==> src/rtl/space_invaders_pkg.sv <==
// Shared types and screen/sprite constants for the space invaders datapath blocks.
package space_invaders_pkg;

  typedef enum logic [1:0] {
    IDLE     = 2'd0,
    FLYING   = 2'd1,
    COOLDOWN = 2'd2
  } missile_state_t;

  localparam int COORD_W          = 11;
  localparam int SCREEN_W         = 640;
  localparam int SCREEN_H         = 480;
  localparam int MISSILE_SPRITE_W = 4;
  localparam int MISSILE_SPRITE_H = 8;

endpackage

==> src/rtl/rise_detect.sv <==
// Registered rising-edge detector; RESET_VAL = 1 suppresses an edge for a level held through reset.
module rise_detect #(
  parameter logic RESET_VAL = 1'b0
) (
  input  logic clk,
  input  logic reset,
  input  logic d,
  output logic rise
);

  logic d_q;

  always_ff @(posedge clk) begin
    if (reset) d_q <= RESET_VAL;
    else       d_q <= d;
  end

  assign rise = d & ~d_q;

endmodule

==> src/rtl/player_missile_ctrl.sv <==
// Single player missile: launch on fire edge, climb once per frame, retire on hit/top, then reload cooldown.
module player_missile_ctrl
  import space_invaders_pkg::*;
#(
  parameter int X_OFFSET        = 16,
  parameter int MISSILE_H       = MISSILE_SPRITE_H,
  parameter int Y_SPEED         = 6,
  parameter int TOP_LIMIT       = 8,
  parameter int COOLDOWN_FRAMES = 10
) (
  input  logic               clk,
  input  logic               reset,
  input  logic               startOfFrame,
  input  logic               fire,
  input  logic [COORD_W-1:0] playerX,
  input  logic [COORD_W-1:0] playerY,
  input  logic               missileHit,
  output logic [COORD_W-1:0] topLeftX,
  output logic [COORD_W-1:0] topLeftY,
  output logic               missileActive,
  output logic               shotPulse
);

  localparam int CNT_W = (COOLDOWN_FRAMES < 2) ? 1 : $clog2(COOLDOWN_FRAMES + 1);

  function automatic logic [COORD_W-1:0] sat_spawn_x(input logic [COORD_W-1:0] px);
    logic [COORD_W:0] sum;
    sum = {1'b0, px} + (COORD_W + 1)'(X_OFFSET);
    if (sum > (COORD_W + 1)'(SCREEN_W - 1)) return COORD_W'(SCREEN_W - 1);
    return sum[COORD_W-1:0];
  endfunction

  function automatic logic [COORD_W-1:0] clamp_spawn_y(input logic [COORD_W-1:0] py);
    if ({1'b0, py} < (COORD_W + 1)'(MISSILE_H + TOP_LIMIT)) return COORD_W'(TOP_LIMIT);
    return py - COORD_W'(MISSILE_H);
  endfunction

  missile_state_t     state, next_state;
  logic [CNT_W-1:0]   cool_cnt;
  logic               fire_rise;
  logic               launch, retire, fly_step, cool_dec;

  rise_detect #(.RESET_VAL(1'b1)) u_fire_rise (
    .clk   (clk),
    .reset (reset),
    .d     (fire),
    .rise  (fire_rise)
  );

  always_comb begin
    next_state = state;
    launch     = 1'b0;
    retire     = 1'b0;
    fly_step   = 1'b0;
    cool_dec   = 1'b0;
    unique case (state)
      IDLE: begin
        if (fire_rise) begin
          launch     = 1'b1;
          next_state = FLYING;
        end
      end
      FLYING: begin
        // Hit wins over a coincident frame tick so the reported position stays where the hit occurred.
        if (missileHit) begin
          retire = 1'b1;
        end else if (startOfFrame) begin
          if (topLeftY < COORD_W'(TOP_LIMIT + Y_SPEED)) retire   = 1'b1;
          else                                          fly_step = 1'b1;
        end
        if (retire) next_state = (COOLDOWN_FRAMES == 0) ? IDLE : COOLDOWN;
      end
      COOLDOWN: begin
        if (startOfFrame) begin
          cool_dec = 1'b1;
          if (cool_cnt <= CNT_W'(1)) next_state = IDLE;
        end
      end
      default: next_state = IDLE;
    endcase
  end

  always_ff @(posedge clk) begin
    if (reset) begin
      state     <= IDLE;
      topLeftX  <= '0;
      topLeftY  <= '0;
      shotPulse <= 1'b0;
      cool_cnt  <= '0;
    end else begin
      state     <= next_state;
      shotPulse <= launch;
      if (launch) begin
        topLeftX <= sat_spawn_x(playerX);
        topLeftY <= clamp_spawn_y(playerY);
      end else if (fly_step) begin
        topLeftY <= topLeftY - COORD_W'(Y_SPEED);
      end
      if (retire)        cool_cnt <= CNT_W'(COOLDOWN_FRAMES);
      else if (cool_dec) cool_cnt <= cool_cnt - CNT_W'(1);
    end
  end

  assign missileActive = (state == FLYING);

endmodule

==> config.mk <==
export PLATFORM = sky130hd
export DESIGN_NAME = player_missile_ctrl
export DESIGN_NICKNAME = d
export VERILOG_FILES = /design/src/rtl/space_invaders_pkg.sv /design/src/rtl/rise_detect.sv /design/src/rtl/player_missile_ctrl.sv
export SDC_FILE = /design/constraint.sdc
export NUM_CORES = 1
export LEC_CHECK = 0
export BUFFER_PORTS_ARGS = -buffer_cell sky130_fd_sc_hd__buf_2
export CAP_MARGIN = 20
export CORE_MARGIN = 1
export CORE_UTILIZATION = 45
export DETAILED_ROUTE_END_ITERATION = 10
export PLACE_DENSITY = 0.71
export RECOVER_POWER = 25
export SLEW_MARGIN = 20
export SYNTH_ARGS = -nofsm -noshare
export SYNTH_HDL_FRONTEND = slang
export SYNTH_SLANG_ARGS = --single-unit
==> constraint.sdc <==
create_clock -name clk -period 3.8 [get_ports clk]
set_clock_uncertainty 0.05 [all_clocks]
set_input_delay 0.38 -clock clk [delete_from_list [all_inputs] [get_ports clk]]
set_output_delay 0.38 -clock clk [all_outputs]
set_load 0.1 [all_outputs]
# Word-level counts from Yosys, hierarchy flattened
# Cells that the tools add are included.
[word_totals] reg_bits=30 latchBits=0 mem_bits_rw=0 romBits=0 input_bits=27 out_inout_bits=24 wordCells=60 memories=0
[classes] addsub=4 n_mul=0 div_mod_pow=0 order_cmp=4 n_eq_ne=6 shifts=0 muxes=32 bitwise=2 reduce_logical=5
[op_table] cell="2-to-1 mux 11 bit" count=6
[op_table] cell="2-to-1 mux 1 bit" count=19
[op_table] cell="adder 11 x 5 -> 12 bit (second input constant)" count=1
[op_table] cell="> comparator 12 x 10 -> 1 bit (second input constant)" count=1
[op_table] cell="< comparator 11 x 4 -> 1 bit (second input constant)" count=1
[op_table] cell="< comparator 11 x 5 -> 1 bit (second input constant)" count=1
[op_table] cell="subtractor 11 x 3 -> 11 bit (second input constant)" count=1
[op_table] cell="subtractor 11 x 4 -> 11 bit (second input constant)" count=1
[op_table] cell="2-to-1 mux 2 bit" count=4
[op_table] cell="2-to-1 mux 4 bit" count=2
[op_table] cell="inequality test 2 bit (second input constant)" count=3
[op_table] cell="case mux 2 bit (3 select lines)" count=1
[op_table] cell="less-or-equal comparator 4 x 1 -> 1 bit (second input constant)" count=1
[op_table] cell="AND reduction 4 bit" count=1
[op_table] cell="nonzero test 2 bit" count=2
[op_table] cell="subtractor 4 x 1 -> 4 bit (second input constant)" count=1
[op_table] cell="== test 2 x 1 -> 1 bit (second input constant)" count=1
[op_table] cell="== test 2 bit (second input constant)" count=1
[op_table] cell="zero test 2 bit" count=1
[op_table] cell="inequality test 2 x 1 -> 1 bit (second input constant)" count=1
[op_table] cell="OR reduction 2 bit" count=1
[op_table] cell="bitwise AND 1 bit" count=1
[op_table] cell="NOT 1 bit" count=1

# Logic depth before layout (Yosys ltp)
[logic_depth] depth_word=8 mapped_depth=6

# Cells and area by module
# A second synthesis with hierarchy kept.
[hier_totals] cells_unflattened=192 area_unflattened_um2=1630.3
[modules_own_cells] module="player_missile_ctrl" n_inst=1 cells_each=189 area_each_um2=1597.8 seq_area_each_um2=580.6
[modules_own_cells] module="rise_detect" n_inst=1 cells_each=3 area_each_um2=32.5 seq_area_each_um2=20.0

# Worst setup path before layout
# No wires, ideal clock.
[synth_path] path_kind="register to register" start="reg topLeftY[1]" end="reg topLeftY[8]" setup_ps=112 arrival_time_ps=2407 setup_slack_ps=1231 path_stages_with_launch=6 n_path_buf=0 period_less_slack_ps=2569 cell_sequence="dfxtp_1 > ha_1 > a2111oi_4 > a2111oi_1 > nor3_1 > a2111oi_1"
[synth_between] elab_chain_len=6 elab_cells_between_ends=9 classes_between="add/sub (1); order compare (1); mux (6); reduce/logical (1)"
[synth_lines] element="start: declaration" line_no="player_missile_ctrl.sv:19" source="output logic [COORD_W-1:0] topLeftY,"
[synth_lines] element="start signal: assignment" line_no="player_missile_ctrl.sv:95" source="topLeftY <= clamp_spawn_y(playerY);"
[synth_lines] element="start signal: assignment" line_no="player_missile_ctrl.sv:97" source="topLeftY <= topLeftY - COORD_W'(Y_SPEED);"
[synth_lines] element="< comparator 11 x 4 -> 1 bit" line_no="player_missile_ctrl.sv:68" source="if (topLeftY < COORD_W'(TOP_LIMIT + Y_SPEED)) retire = 1'b1;"
[synth_lines] element="2-to-1 mux 1 bit" line_no="player_missile_ctrl.sv:68"
[synth_lines] element="2-to-1 mux 1 bit" line_no="player_missile_ctrl.sv:67" source="end else if (startOfFrame) begin"
[synth_lines] element="2-to-1 mux 1 bit" line_no="player_missile_ctrl.sv:65" source="if (missileHit) begin"
[synth_lines] element="2-to-1 mux 1 bit" line_no="player_missile_ctrl.sv:56" source="unique case (state)"
[synth_lines] element="nonzero test 2 bit (no source line)"
# Several ways; a longest one is shown, not always the timed one. The select of a mux whose other input is x is not followed.
# A chain may end at the register's enable or synchronous reset.

# Worst setup path in the final report
[layout_path] start="reg state[0]" end="reg topLeftY[2]"
[layout_between] elab_chain_len=3 elab_cells_between_ends=6 classes_between="eq/ne (1); mux (3); reduce/logical (2)"
[layout_lines] element="start: declaration" line_no="player_missile_ctrl.sv:38" source="missile_state_t state, next_state;"
[layout_lines] element="start signal: assignment" line_no="player_missile_ctrl.sv:91" source="state <= next_state;"
[layout_lines] element="== test 2 x 1 -> 1 bit / zero test 2 bit (equally long branches)" line_no="player_missile_ctrl.sv:56"
[layout_lines] element="2-to-1 mux 1 bit" line_no="player_missile_ctrl.sv:56"
[layout_lines] element="nonzero test 2 bit (no source line) / 2-to-1 mux 11 bit (equally long branches)"
# Several ways; a longest one is shown, not always the timed one.

==> out/metrics.yaml <==
grt:
  global_route.usage.total_pct: 21.50
  met1_usage_pct: 27.91
  antenna_violations_before_repair: 0
  grt_use_met3_pct: 6.071
  grt_start_max_net_pins: 21
  grt_util_met2_pct: 33.51
  grt.busiest_layer: "met2"
  grt-ovfl-total: 0
  wire_length_of_the_first_global_routing_pass_mm: 6.927
  via_count_of_the_first_global_routing_pass: 1549
detailed_routing:
  routed_via_density: 5.700
  antenna_left: 0
  average_detailed_routed_wire_length_per_instance_um: 13.82
  drc_errors: 0
  route.final.wire_length_mm: 4.050
  drtPass1Iterations: 4
  dr_total_vias: 1670
  detailedRoute.firstIterationViolations: 62
finish:
  layout.cells.most_common: "sky130_fd_sc_hd__buf_2"
  post-route-cell-area_um2: 2118
  layout.nets: 278
  layout-drive-gt1-share_pct: 24.49
  mostFrequentLayoutCells: "38 x sky130_fd_sc_hd__buf_2, 30 x sky130_fd_sc_hd__dfxtp_1, 14 x sky130_fd_sc_hd__inv_1, 14 x sky130_fd_sc_hd__a21oi_1, 13 x sky130_fd_sc_hd__nor2_1"
  antennaDiodeCount: 0
  flow.area_growth_from_synthesis_pct: 22.95
  fin_util_pct: 57.86
power:
  netSwitchingPower_w: 0.0002946
  power.share.sequential_pct: 38.7
  clk_network_pwr_share_pct: 36.9
  combinational_fraction_of_design_power_pct: 24.4
  cellPowerDensity_nw_per_um2: 420.8
  cellLeakagePower_nw: 0.8704
  switching_share_pct: 33.05
  vdd.ir_drop.worst_uv: 203.2
  power.internal_w: 0.0005967
critical_path:
  worst_ep_required_time_ns: 3.93
  reg2reg_from: "state[0]"
  rrSetupSlack_ns: 1.59
  cp-startpoint: "state[0]"
  path_max_fanout: 20
  critPathKind: "flip-flop to flip-flop"
  critical_path_arrival_ns: 2.34
  r2r.worst_path.cells: 4
  end_kind: "flip-flop"
  rr_endpoint: "topLeftY[2]"
  startpoint_kind_of_the_worst_setup_timing_path: "flip-flop"
clock_tree:
  clkSinkCount: 30
  clockRootBuffer: "sky130_fd_sc_hd__clkbuf_8"
  ctsHoldBuffers: 0
  numCtsBuffers: 5
  cts_htree_levels: 2
  tritoncts: "built"
  post_cts_resized: 0
  cts.reportedPaths.clkPinSlew_ns: 0.06
  clk_latency_ns: 0.28
  max-clock-path-buffers: 2
  cts.repair_timing.setup_buffer_count: 0
synthesis:
  synth_top_family_by_area: "compound AO/OA/AOI/OAI gates"
  synthXorXnorAreaFrac_pct: 5.084
  synth-compound-area-share_pct: 29.34
  synth_mux_area_share_pct: 1.162
  ys_seq_area_share_pct: 34.86
  synth_flop_cell: "sky130_fd_sc_hd__dfxtp_1"
  synth-warning-count: 0
  synth_fp_nets: 227
  synth-seq-cells: 30
  synthCells: 194
  synth-simple-area-share_pct: 20.62
  async_set_reset_flop_share_out_of_synthesis_pct: 0
  synth_cell_types: 55
  adder_cell_share_of_the_synthesized_area_pct: 4.357
  synthesis.area_per_instance_um2: 8.881
  mappedNetlistArea_um2: 1723
  synth_enable_flop_cells: 0
sta:
  timing.final.ws_setup_ns: 1.589
  max_freq_ghz: 0.4523
  final_period_minus_worst_setup_slack_ns: 2.211
  report.final.slew_viol_count: 0
  pin_slew_with_the_least_headroom_to_its_limit_ns: 1.171
  finalCritPeriodShare_pct: 58.18
  totalNegativeSetupSlack_ns: 0
  grt_setup_unrepaired: "no"
  slew_headroom_pct: 22.26
  finalSetupViolations: 0
  hold_viol: 0
placement:
  placement.io_buffers: 50
  globalplace.congestion: 0.7606
  place_area_um2: 2021
  placement.setup.worst_slack_ns: 1.556
  dp_hpwl_mm: 2.876
floorplan:
  floorplan.initialDensity_pct: 47.06
  io_pins: 51
  floorplan.rows: 22
  die-area_um2: 4080
  die_height_um: 63.88
  die_x_um: 63.88
  core-area_um2: 3661
min_path:
  hold_path_class: "primary input to flip-flop"
  hold_path_startpoint: "fire"
  min_delay_path_depth: 2
  hold_path_end: "u_fire_rise.d_q"
status:
  run_status: "finished, final reports clean"
job:
  maximum_capacitance_violations: 0
-- synthesized netlist by cell type, drive strengths merged, types with 4 or more instances --
master   number  share of area [%]
a2111oi       5                4.9
o21ai        10                2.9
inv          14                3.1
xnor2         9                4.6
nand2         5                1.1
dfxtp        30                 35
a31oi         8                2.9
nor2b         4                1.5
clkbuf        6                1.3
nor2         13                2.8
ha            6                4.4
nor3          9                2.6
a21oi        14                4.1
nor4          5                2.5
a211oi        6                2.6
-- metal layers --
layer	routed length (um)	vias to the layer above
li1	-	849
met1	2066	780
met2	1780	32
met3	140	9
met4	63	0
met5	0	-
-- cell type report --
type | instances | area (um^2)
inverters | 14 | 52.55
multi-input cells | 143 | 1050
repair buffers | 51 | 242.7
fillers | 359 | 1543
clock inverters | 1 | 30.03
well taps | 48 | 60.06
flip-flops and latches | 30 | 600.6
clock buffers | 6 | 82.58
-- registers in the layout (all words and copies together), names as in the netlist --
register         flops
shotPulse            1
topLeftY            11
cool_cnt             4
state                2
u_fire_rise.d_q      1
topLeftX            11
-- metrics by stage --
stage          std cells  hold WS, ns  total power [W]
6_report             293       0.2625        0.0008914
2_1_floorplan        194       0.4309        0.0005182
5_1_grt              293       0.2656        0.0009297
3_3_place_gp         286       0.4238        0.0005677
4_1_cts              293       0.2609        0.0008965
3_5_place_dp         286       0.4220        0.0005693
-- worst max path at each step --
| stage | endpoint | slack (ns) | depth (start not counted) |
|---|---|---|---|
| 3_5_place_dp | topLeftY[2] | 1.56 | 5 |
| 5_1_grt | topLeftY[8] | 1.42 | 5 |
| 6_report | topLeftY[2] | 1.59 | 4 |
| 3_3_place_gp | topLeftY[2] | 1.67 | 5 |
| 4_1_cts | topLeftY[2] | 1.59 | 4 |
| 2_1_floorplan | topLeftY[8] | 1.23 | 5 |
-- power by group through the flow --
| stage | registers (W) | clock network [W] | logic (W) |
|---|---|---|---|
| after floorplan | 0.000435 | 0 | 0.0000828 |
| after global placement | 0.000352 | 0 | 0.000216 |
| after detailed placement | 0.000352 | 0 | 0.000217 |
| after CTS | 0.000345 | 0.000333 | 0.000219 |
| after global routing | 0.000348 | 0.000350 | 0.000232 |
| final | 0.000345 | 0.000329 | 0.000217 |
-- worst max-delay path, stage by stage, from the launching register on --
cell,delay (ns)
sky130_fd_sc_hd__dfxtp_1,0.35
sky130_fd_sc_hd__or4b_1,0.86
sky130_fd_sc_hd__a21oi_1,0.45
sky130_fd_sc_hd__a22oi_1,0.13
sky130_fd_sc_hd__a211oi_1,0.27
-- cell families after synthesis --
kind of cell,after synthesis
buffers and inverters,21
AND/OR/NAND/NOR,59
XOR/XNOR,10
flip-flops,30
multiplexers,2
AO/OA/AOI/OAI,66
adder cells (fa/ha/maj),6
No activity file was read; power rests on OpenSTA's default activity.
